**src/rtl/vote_sequencer.sv**
```systemverilog
`timescale 1ns/1ps
// Purpose: collects one vote from each of four voters per round and issues a 3-of-4 majority decision.
// Latency: decision pulses one cycle after the last vote arrives, or after TIMEOUT collect cycles.
// Backpressure: none; start is only honoured in IDLE and is dropped (not queued) while busy.
module vote_sequencer #(
    parameter int unsigned TIMEOUT = 15
) (
    input  logic       clk,
    input  logic       rst_n,
    input  logic       start,
    input  logic [3:0] valid_in,
    input  logic [3:0] vote_in,
    output logic       busy,
    output logic       result_valid,
    output logic       result,
    output logic [3:0] missing,
    output logic [7:0] round_cnt
);

    typedef enum logic [1:0] {
        IDLE    = 2'd0,
        COLLECT = 2'd1,
        DECIDE  = 2'd2
    } state_t;

    // Counter value of the final collect cycle; the window closes at that edge.
    localparam logic [7:0] LAST_CNT = 8'(TIMEOUT - 1);

    state_t     state;
    state_t     state_nxt;

    logic [3:0] votes;
    logic [3:0] got;
    logic [7:0] win_cnt;

    logic [3:0] capture;
    logic [3:0] got_nxt;
    logic [3:0] votes_nxt;
    logic       all_in;
    logic       window_end;
    logic       collect_done;
    logic       decision;

    // Capture view of this cycle: a voter is taken only on its first valid of the round.
    always_comb begin
        capture      = valid_in & ~got;
        got_nxt      = got | capture;
        votes_nxt    = (votes & ~capture) | (vote_in & capture);
        all_in       = (got_nxt == 4'b1111);
        window_end   = (win_cnt == LAST_CNT);
        collect_done = all_in || window_end;
        // Votes never received are forced to 0 so silence cannot count as a yes.
        decision     = ($countones(votes_nxt & got_nxt) >= 3);
    end

    // State register.
    always_ff @(posedge clk or negedge rst_n) begin
        if (!rst_n) begin
            state <= IDLE;
        end else begin
            state <= state_nxt;
        end
    end

    // Next-state and status outputs; completion and timeout share a single exit.
    always_comb begin
        state_nxt    = state;
        busy         = 1'b0;
        result_valid = 1'b0;
        case (state)
            IDLE: begin
                if (start) begin
                    state_nxt = COLLECT;
                end
            end
            COLLECT: begin
                busy = 1'b1;
                if (collect_done) begin
                    state_nxt = DECIDE;
                end
            end
            DECIDE: begin
                busy         = 1'b1;
                result_valid = 1'b1;
                state_nxt    = IDLE;
            end
            default: begin
                state_nxt = IDLE;
            end
        endcase
    end

    // Per-round vote latches and window counter; cleared when a round is launched.
    always_ff @(posedge clk or negedge rst_n) begin
        if (!rst_n) begin
            votes   <= 4'b0000;
            got     <= 4'b0000;
            win_cnt <= 8'd0;
        end else begin
            case (state)
                IDLE: begin
                    if (start) begin
                        votes   <= 4'b0000;
                        got     <= 4'b0000;
                        win_cnt <= 8'd0;
                    end
                end
                COLLECT: begin
                    votes   <= votes_nxt;
                    got     <= got_nxt;
                    win_cnt <= win_cnt + 8'd1;
                end
                default: begin
                    votes   <= votes;
                    got     <= got;
                    win_cnt <= win_cnt;
                end
            endcase
        end
    end

    // Round outcome registers; loaded on the edge into DECIDE and held until the next round ends.
    always_ff @(posedge clk or negedge rst_n) begin
        if (!rst_n) begin
            result    <= 1'b0;
            missing   <= 4'b0000;
            round_cnt <= 8'd0;
        end else if (state == COLLECT && collect_done) begin
            result    <= decision;
            missing   <= ~got_nxt;
            round_cnt <= round_cnt + 8'd1;
        end
    end

endmodule
```
**config.mk**
```make
export PLATFORM = sky130hd
export DESIGN_NAME = vote_sequencer
export DESIGN_NICKNAME = d
export VERILOG_FILES = /design/src/rtl/vote_sequencer.sv
export SDC_FILE = /design/constraint.sdc
export NUM_CORES = 1
export LEC_CHECK = 0
export CORE_MARGIN = 3
export CORE_UTILIZATION = 35
export DETAILED_ROUTE_END_ITERATION = 8
export PLACE_DENSITY_LB_ADDON = 0.05
export SLEW_MARGIN = 20
export SYNTH_ARGS = -nofsm -noshare
export SYNTH_HDL_FRONTEND = slang
export SYNTH_SLANG_ARGS = --single-unit
export TNS_END_PERCENT = 10
```
**constraint.sdc**
```tcl
create_clock -name clk -period 1.9 [get_ports clk]
set_input_delay 0.57 -clock clk [delete_from_list [all_inputs] [get_ports clk]]
set_output_delay 0.57 -clock clk [all_outputs]
set_load 0.01 [all_outputs]
```
==> flow_summary.yaml, run 1 <==
finish:
  drive_above_1_share_pct: 29.7
  area_growth_pct: 45.7
  fill_cells: 401
  stdcell_area_mm2: 0.00240
  layout.nets: 251
  antenna_cells: 0
synthesis:
  synth_nets: 186
  netlist_instances: 166
  ys_top_cells_by_count: "dfrtp_1, nand2_1, o21ai_0"
  async_flop_share_pct: 100
  synth.avg_cell_area_um2: 9.92
  synth_seq_area_share_pct: 47.1
  synth_seq_cells: 31
  synthTopCellsByArea: "dfrtp_1, ha_1, o21ai_0, nand2_1, xnor2_1"
  synth_cell_types: 34
  ys.flop_type: "dfrtp_1"
  synth_warnings: 0
  synth.most_common_cell: "dfrtp_1"
  synth_area_leader_cell: "dfrtp_1"
  yosys.area.top_type_share_pct: 47.1
  synth_area_mm2: 0.00165
  synth_edf_count: 0
placed_design:
  gp_routability_congestion: 0.834
  placed_area_mm2: 0.00212
  portBuffers: 25
  post-dp-hpwl_um: 2580
sta:
  worst_pin_slew_ps: 415
  slew_viol_final: 0
  finalCriticalPeriod_ps: 1880
  finClkSkew_ps: 2.89
  finalSetupViolations: 0
  hold_slack_ps: 470
  max_slew_margin_pct: 72.3
  rsz0062_at_grt: "yes"
  fin_crit_sh_pct: 98.8
  fmax_mhz: 532
  finalHoldViolCount: 0
die:
  core_mm2: 0.00444
  io_pins: 26
  die_area_mm2: 0.00556
  die-height_um: 74.6
  start_util_pct: 37.0
  rows: 24
  die_w_um: 74.6
grt:
  antenna_found_initial: 0
  grt_pass1_vias: 1368
  track_usage_pct: 15.2
  grt_max_degree: 32
  grt_first_pass_wirelength_um: 6350
  grt.overflow.total: 0
clock_network:
  numClockSinks: 31
  tritoncts: "yes"
  clock-root-buffer: "clkbuf_8"
  max-clock-path-buffers: 2
  numCtsBuffers: 5
  path_clk_slew_ps: 70
  clk_latency_ps: 280
  htreeDepth: 2
drt:
  wl_um: 3830
  wl_met2_um: 1800
  num_vias: 1428
  drt-pass1-iter-count: 4
  drt_iter0_markers: 56
  ant_nets: 0
  wirelength_met1_um: 1830
  wl_per_cell_um: 13.5
  vias_per_cell: 5.03
  wl_met3_um: 156
  top_layer: "met4"
  drc: 0
worst_setup_path:
  slowest_delay_ps: 540
  cp-end-kind: "flip-flop"
  cp.arrival_ps: 2050
  r2r_end: "result"
  cp_slowest_cell: "fa_1"
  ff2ff_path_depth: 8
  cp_data_required_time_ps: 2070
  path_cells: "clkbuf_2 -> nor2b_4 -> nand2_2 -> nand2_2 -> fa_1 -> ha_2 -> ha_4 -> a21oi_2 -> mux2i_1"
  cp-start-kind: "input pin"
  r2r_start: "got[0]"
  crit_top_cell: "nand2_2"
  reg2reg_slack_ps: 60
  worstPathMaxFanout: 2
  worstSetupPathType: "input pin to flip-flop"
power_and_ir_drop:
  ir_drop_uv: 595
  p_per_area_mw_per_mm2: 1350
  leakagePower_nw: 1.12
hold_path:
  min_path_cells: 1
  holdPathEnd: "round_cnt[7]"
  hold_path_class: "flip-flop to flip-flop"
  hold_start: "round_cnt[7]"
outcome:
  status: "complete, no violations"
flow_run:
  maxCapViolCount: 0
[cells in the final DEF, fill, tap and decap left out, types with 3 or more instances in the layout]
cell type	count
o21ai_0	19
inv_1	5
mux2_2	5
nor3_1	7
ha_1	6
clkbuf_8	7
mux2i_1	5
dfrtp_1	30
nor2_1	12
nand4_1	3
nand3_1	4
nand2_1	20
nand2_2	4
xnor2_1	7
buf_6	3
buf_4	33
a21oi_1	7
dlymetal6s2s_1	3
clkdlybuf4s50_1	17
[worst max path at each step]
stage / from / endpoint / slack [ps] / cells past startpoint
floorplan: valid_in[1] / result / -130 / 8
global placement: valid_in[1] / result / -590 / 9
detailed placement: valid_in[1] / result / -640 / 9
CTS: vote_in[3] / result / -180 / 8
global route: valid_in[0] / result / -40 / 9
finish: valid_in[0] / result / 20 / 9
[layer usage]
metal	vias to the layer above	GRT usage, %
met5	-	0
met4	0	5.34
met3	5	4.19
met2	29	24.0
met1	677	20.2
li1	717	-
[cell type report]
class | count | area, um2 | area share (%)
Sequential cell | 31 | 777 | 32.4
Clock buffer | 8 | 100 | 4.17
Inverter | 7 | 26.3 | 1.10
Timing Repair Buffer | 61 | 527 | 22.0
Multi-Input combinational cell | 125 | 903 | 37.7
Tap cell | 52 | 65.1 | 2.71
[cells by family after synthesis]
group / synth area share (%)
AND/OR/NAND/NOR: 16.9
AO/OA/AOI/OAI: 15.1
flip-flops: 47.1
multiplexers: 7.37
buffers and inverters: 2.43
adder cells (fa/ha/maj): 7.30
XOR/XNOR: 3.72
[per-stage QoR]
stage | cells | setup WS (ps) | TNS [ps] | util [%] | total power [mW]
2_1_floorplan | 166 | -133 | -133 | - | 1.90
3_3_place_gp | 260 | -592 | -5160 | 47.6 | 2.50
3_5_place_dp | 260 | -642 | -5510 | 47.6 | 2.53
4_1_cts | 284 | -179 | -294 | 53.0 | 3.22
5_1_grt | 284 | -37.6 | -37.6 | 54.0 | 3.50
6_report | 284 | 22.0 | 0 | 54.0 | 3.24
[sequential cells by signal, summed over array words and instances, names as in the netlist]
signal and cells:
round_cnt 8, result 1, got 4, win_cnt 8, missing 4, state 2
votes 4
[report_power, final]
| part | switching [mW] | internal [mW] | leakage (nW) |
|---|---|---|---|
| Sequential | 0.232 | 0.882 | 0.407 |
| Clock | 0.243 | 0.330 | 0.0515 |
| Combinational | 0.749 | 0.807 | 0.660 |
| Total | 1.22 | 2.02 | 1.12 |
[worst max-delay path, delay by kind of cell]
kind                       cells  cell delay, ps
muxes                          1              70
adders and majority gates      3             930
AOI/OAI and AO/OA              1             120
and+or+nand+nor                3             260
buffers and inverters          1              90
[timing repair]
| action | 4_1_cts | 5_1_grt |
|---|---|---|
| hold buffers | 0 | 0 |
| resized for setup | 12 | 20 |
| setup endpoints to repair | 17 | 9 |
| endpoints found under the hold margin | 0 | 0 |
| pin swaps | 8 | 9 |
| buffers inserted | 16 | 0 |
No activity file was read; power rests on OpenSTA's default activity.
==> run 2, diff against run 1 <==
CORE_ASPECT_RATIO = 1.4   (was unset)
==> run 2 against run 1 <==
  * Sequential cell count did not move
  * Non-clock buffer count fell by 8
  * Combinational power barely moved
  * Clock power rose by 0.7%
  * Clock skew rose by 3.6 ps
  * First-iteration DRC count fell by 20%
  * Utilization fell by 0.51 points
  * Power fell by 0.93%
  * Fmax rose by 0.35%
  * Critical endpoint unchanged
  * Largest cell class unchanged
  * Highest routed layer unchanged
==> flow_summary.yaml, run 2 (same netlist as run 1, synthesis figures left out) <==
sta:
  worst_pin_slew_ps: 396
  hold_slack_ps: 466
  rsz0062_at_grt: "yes"
  finClkSkew_ps: 6.53
  fmax_mhz: 534
  finalHoldViolCount: 0
  slew_viol_final: 0
  max_slew_margin_pct: 73.6
  finalSetupViolations: 0
  finalCriticalPeriod_ps: 1870
  fin_crit_sh_pct: 98.5
flow_run:
  maxCapViolCount: 0
worst_setup_path:
  cp.arrival_ps: 2040
  reg2reg_slack_ps: 50
  path_cells: "clkbuf_2 -> nor2b_4 -> nand2_2 -> nand2_2 -> fa_1 -> ha_2 -> ha_4 -> a21oi_2 -> mux2i_1"
  cpLargestDelayFamily: "adder cells"
  cp_data_required_time_ps: 2070
  worstPathMaxFanout: 2
  cp-end-kind: "flip-flop"
  cp-start-kind: "input pin"
  slowest_delay_ps: 540
  worstSetupPathType: "input pin to flip-flop"
  cp_slowest_cell: "fa_1"
  crit_top_cell: "nand2_2"
  cp_num_buf_inv: 1
placed_design:
  portBuffers: 25
  gp_routability_congestion: 0.745
  post-dp-hpwl_um: 2660
clock_network:
  max-clock-path-buffers: 2
  numCtsBuffers: 5
  path_clk_slew_ps: 60
  clk_latency_ps: 280
  clock-root-buffer: "clkbuf_8"
  numClockSinks: 31
  htreeDepth: 2
  tritoncts: "yes"
outcome:
  status: "complete, no violations"
drt:
  wl_per_cell_um: 13.5
  vias_per_cell: 5.00
  drt-pass1-iter-count: 4
  drc: 0
  drt_iter0_markers: 45
  wl_met3_um: 178
  wl_um: 3830
  wirelength_met1_um: 1660
  num_vias: 1421
  top_layer: "met4"
  ant_nets: 0
  wl_met2_um: 1940
finish:
  drive_above_1_share_pct: 28.1
  layout.nets: 243
  layout_commonest_cell: "dfrtp_1"
  reg_top3: "round_cnt x8, win_cnt x8"
  layout_common_cells: "dfrtp_1, buf_4, nand2_1, o21ai_0, clkdlybuf4s50_1"
  fin_util_pct: 53.5
  antenna_cells: 0
  area_growth_pct: 42.2
die:
  io_pins: 26
  core_mm2: 0.00438
  start_util_pct: 37.6
  die_w_um: 64.0
  rows: 28
  die_area_mm2: 0.00558
  die-height_um: 87.2
grt:
  grt_first_pass_wirelength_um: 6390
  grt.overflow.total: 0
  antenna_found_initial: 0
  grt_pass1_vias: 1391
  track_usage_pct: 14.8
  grt_max_degree: 32
power_and_ir_drop:
  ir_drop_uv: 665
  sw_frac_of_total_pct: 38.0
  power_frac_clock_pct: 18.0
  seq_power_share_pct: 34.3
  p_per_area_mw_per_mm2: 1370
  internal_power_mw: 1.99
  switching_power_mw: 1.22
  p_comb_share_pct: 47.7
  leakagePower_nw: 1.08
  total_power_mw: 3.21
hold_path:
  hold_path_class: "flip-flop to flip-flop"
==> run 2: cell count changes in the layout (fill, tap and decap cells not counted) <==
cell            change
buf_4               -5
buf_6               -3
dfrtp_1             -1
dfrtp_2             +1
dlygate4sd2_1       -1
dlymetal6s2s_1      +1
nand2_1             -1
nand2_2             +1
nor2_1              -1
nor2_2              +1
o2bb2ai_1           +1
o2bb2ai_2           -1
==> run 2: layout make-up <==
class | instances | area, um2
Clock buffer | 8 | 100
Fill cell | 412 | 2040
Inverter | 7 | 26.3
Multi-Input combinational cell | 125 | 902
Sequential cell | 31 | 778
Tap cell | 60 | 75.1
Timing Repair Buffer | 53 | 459
==> run 2: final timing paths <==
check,cells past startpoint,start,to
setup / recovery,9,valid_in[0],result
hold / removal,1,round_cnt[7],round_cnt[7]
setup reg to reg,8,got[0],result
hold reg to reg,1,round_cnt[7],round_cnt[7]
max in group asynchronous,2,rst_n,got[0]
min in group asynchronous,2,rst_n,win_cnt[3]
==> run 2: what timing repair did <==
item / CTS / global route
hold buffers: 0 / 0
endpoints found under the setup margin: 8 / 8
pin swaps: 4 / 10
gates resized for setup: 11 / 20
setup buffers: 8 / 1
==> run 2: metal layers <==
metal	vias to the layer above	track usage (%)
met5	-	0
met4	0	5.30
met3	6	4.01
met2	30	25.4
met1	684	17.6
li1	701	-
==> run 2: power groups by stage <==
| stage | clock network [mW] | registers (mW) | logic, mW |
|---|---|---|---|
| after floorplan | 0 | 1.09 | 0.805 |
| after global placement | 0 | 1.07 | 1.43 |
| after detailed placement | 0 | 1.08 | 1.46 |
| after CTS | 0.598 | 1.08 | 1.50 |
| after global routing | 0.627 | 1.14 | 1.70 |
| final | 0.578 | 1.10 | 1.53 |
==> run 2: stage by stage <==
step | TNS [ps] | area [um2] | cells | setup slack, ps
after floorplan | -133 | 1670 | 166 | -133
after global placement | -4300 | 2130 | 268 | -602
after detailed placement | -4360 | 2130 | 268 | -655
after CTS | -223 | 2300 | 284 | -219
after global routing | -20.2 | 2340 | 284 | -20.2
final | 0 | 2340 | 284 | 28.6
==> run 3, diff against run 2 <==
==> constraint.sdc (replaced) <==
create_clock -name clk -period 1.9 [get_ports clk]
set_input_delay 0.285 -clock clk [delete_from_list [all_inputs] [get_ports clk]]
set_output_delay 0.285 -clock clk [all_outputs]
set_load 0.01 [all_outputs]
==> run 3 against run 2 <==
  * Routed wire length fell by 2.6%
  * Register-to-register slack barely moved
  * Non-clock buffer count shrank 5
  * Die area stayed put
  * Clock power is 17% higher
  * Utilization fell by 0.77 points
  * Fmax grew 0.37%
  * Critical path type is now flip-flop to flip-flop
  * Via count down 3.1%
  * Global-route usage down 0.52 points
  * Sequential cell count unchanged
  * Sequential share of layout area grew 0.38 points
==> flow_summary.yaml, run 3 (same netlist as run 1, synthesis figures left out) <==
grt:
  grt.overflow.total: 0
  grt_pass1_vias: 1368
  gr-usage-met2_pct: 23.0
  grt_first_pass_wirelength_um: 6220
  track_usage_pct: 14.3
  busiest_layer: "met2"
  use_met1_pct: 18.1
  antenna_found_initial: 0
  use_met3_pct: 3.23
  grt_max_degree: 32
worst_setup_path:
  cp.arrival_ps: 2030
  r2r_start: "got[0]"
  cp-end-kind: "flip-flop"
  cp_data_required_time_ps: 2070
  worstPathMaxFanout: 3
  cp-start-kind: "flip-flop"
  worstSetupPathType: "flip-flop to flip-flop"
  worstSetupStartpoint: "got[0]"
die:
  die_w_um: 64.0
  start_util_pct: 37.6
  rows: 28
  core_mm2: 0.00438
  die_area_mm2: 0.00558
  die-height_um: 87.2
  io_pins: 26
drt:
  vias_per_cell: 4.94
  wl_per_cell_um: 13.4
  drc: 0
  wl_um: 3730
  drt-pass1-iter-count: 4
  ant_nets: 0
  drt_iter0_markers: 77
  num_vias: 1377
outcome:
  status: "complete, no violations"
sta:
  finClkSkew_ps: 2.92
  fmax_mhz: 536
  slew_viol_final: 0
  max_slew_margin_pct: 72.9
  rsz0062_at_grt: "yes"
  finalHoldViolCount: 0
  fin_crit_sh_pct: 98.1
  setup-tns-final_ps: 0
  finalSetupViolations: 0
  finalCriticalPeriod_ps: 1860
  worst_pin_slew_ps: 407
finish:
  layout_commonest_cell: "dfrtp_1"
  stdcell_area_mm2: 0.00231
  reg_top3: "round_cnt x8, win_cnt x8"
  layout.nets: 238
  antenna_cells: 0
  area_growth_pct: 40.1
  layout_common_cells: "dfrtp_1, clkdlybuf4s50_1, buf_4"
  drive_above_1_share_pct: 22.8
  fin_util_pct: 52.7
clock_network:
  htreeDepth: 2
  numCtsBuffers: 5
  numClockSinks: 31
  tritoncts: "yes"
  clk_latency_ps: 280
  path_clk_slew_ps: 70
  clock-root-buffer: "clkbuf_8"
  cts_hold_buf: 0
  max-clock-path-buffers: 2
power_and_ir_drop:
  leakagePower_nw: 1.04
  p_per_area_mw_per_mm2: 1430
  seq_power_share_pct: 33.0
  sw_frac_of_total_pct: 36.7
  p_comb_share_pct: 46.5
  switching_power_mw: 1.21
  power_frac_clock_pct: 20.5
  ir_drop_uv: 686
  internal_power_mw: 2.09
placed_design:
  portBuffers: 25
  post-dp-hpwl_um: 2690
  gp_routability_congestion: 0.828
  placed_area_mm2: 0.00211
flow_run:
  maxCapViolCount: 0
hold_path:
  hold_path_class: "input pin to async pin"
==> run 3: power by group through the flow <==
stage | Sequential [mW] | Clock [mW] | Combinational, mW
finish | 1.09 | 0.677 | 1.53
global route | 1.12 | 0.714 | 1.70
CTS | 1.08 | 0.690 | 1.52
detailed placement | 1.08 | 0 | 1.43
global placement | 1.07 | 0 | 1.40
floorplan | 1.09 | 0 | 0.768
==> run 3: layer usage <==
layer	up-vias	routed length, um
li1	685	-
met1	659	1700
met2	26	1840
met3	7	133
met4	0	53
met5	-	0
==> run 3: repair_timing <==
action | 4_1_cts | 5_1_grt
resized for setup | 13 | 5
pin swaps | 5 | 4
endpoints found under the setup margin | 1 | 1
buffers inserted | 2 | 1
hold endpoints to repair | 0 | 0
==> run 3: critical path, cell delays in order, from the launching register on <==
cell and delay (ps):
dfrtp_1 430, nor2b_4 60, nand2_1 100, nand2_2 60
fa_1 550, ha_2 190, ha_4 190, a21oi_2 110
mux2i_1 80
==> run 3: layout make-up <==
type	count	area (um2)
fillers	427	2070
clock buffers	6	82.6
clock inverters	2	35.0
flip-flops and latches	31	776
inverters	7	26.3
multi-input cells	125	888
repair buffers	48	424
well taps	60	75.1
==> run 3: stage by stage <==
stage,setup WS [ps],power (mW),std cells,hold WS [ps]
after global routing,-56.7,3.53,279,435
after floorplan,59.7,1.86,166,-10.6
after detailed placement,-442,2.51,268,466
after CTS,-14.8,3.29,278,402
final,35.5,3.29,279,397
after global placement,-393,2.47,268,463
==> run 3: worst paths after layout <==
check / endpoint / slack (ps) / cells past startpoint
max: result / 40 / 8
min in group clk: round_cnt[7] / 470 / 1
max reg2reg: result / 40 / 8
min: votes[0] / 400 / 2
min reg2reg: round_cnt[7] / 470 / 1
max in group asynchronous: state[1] / 1210 / 2
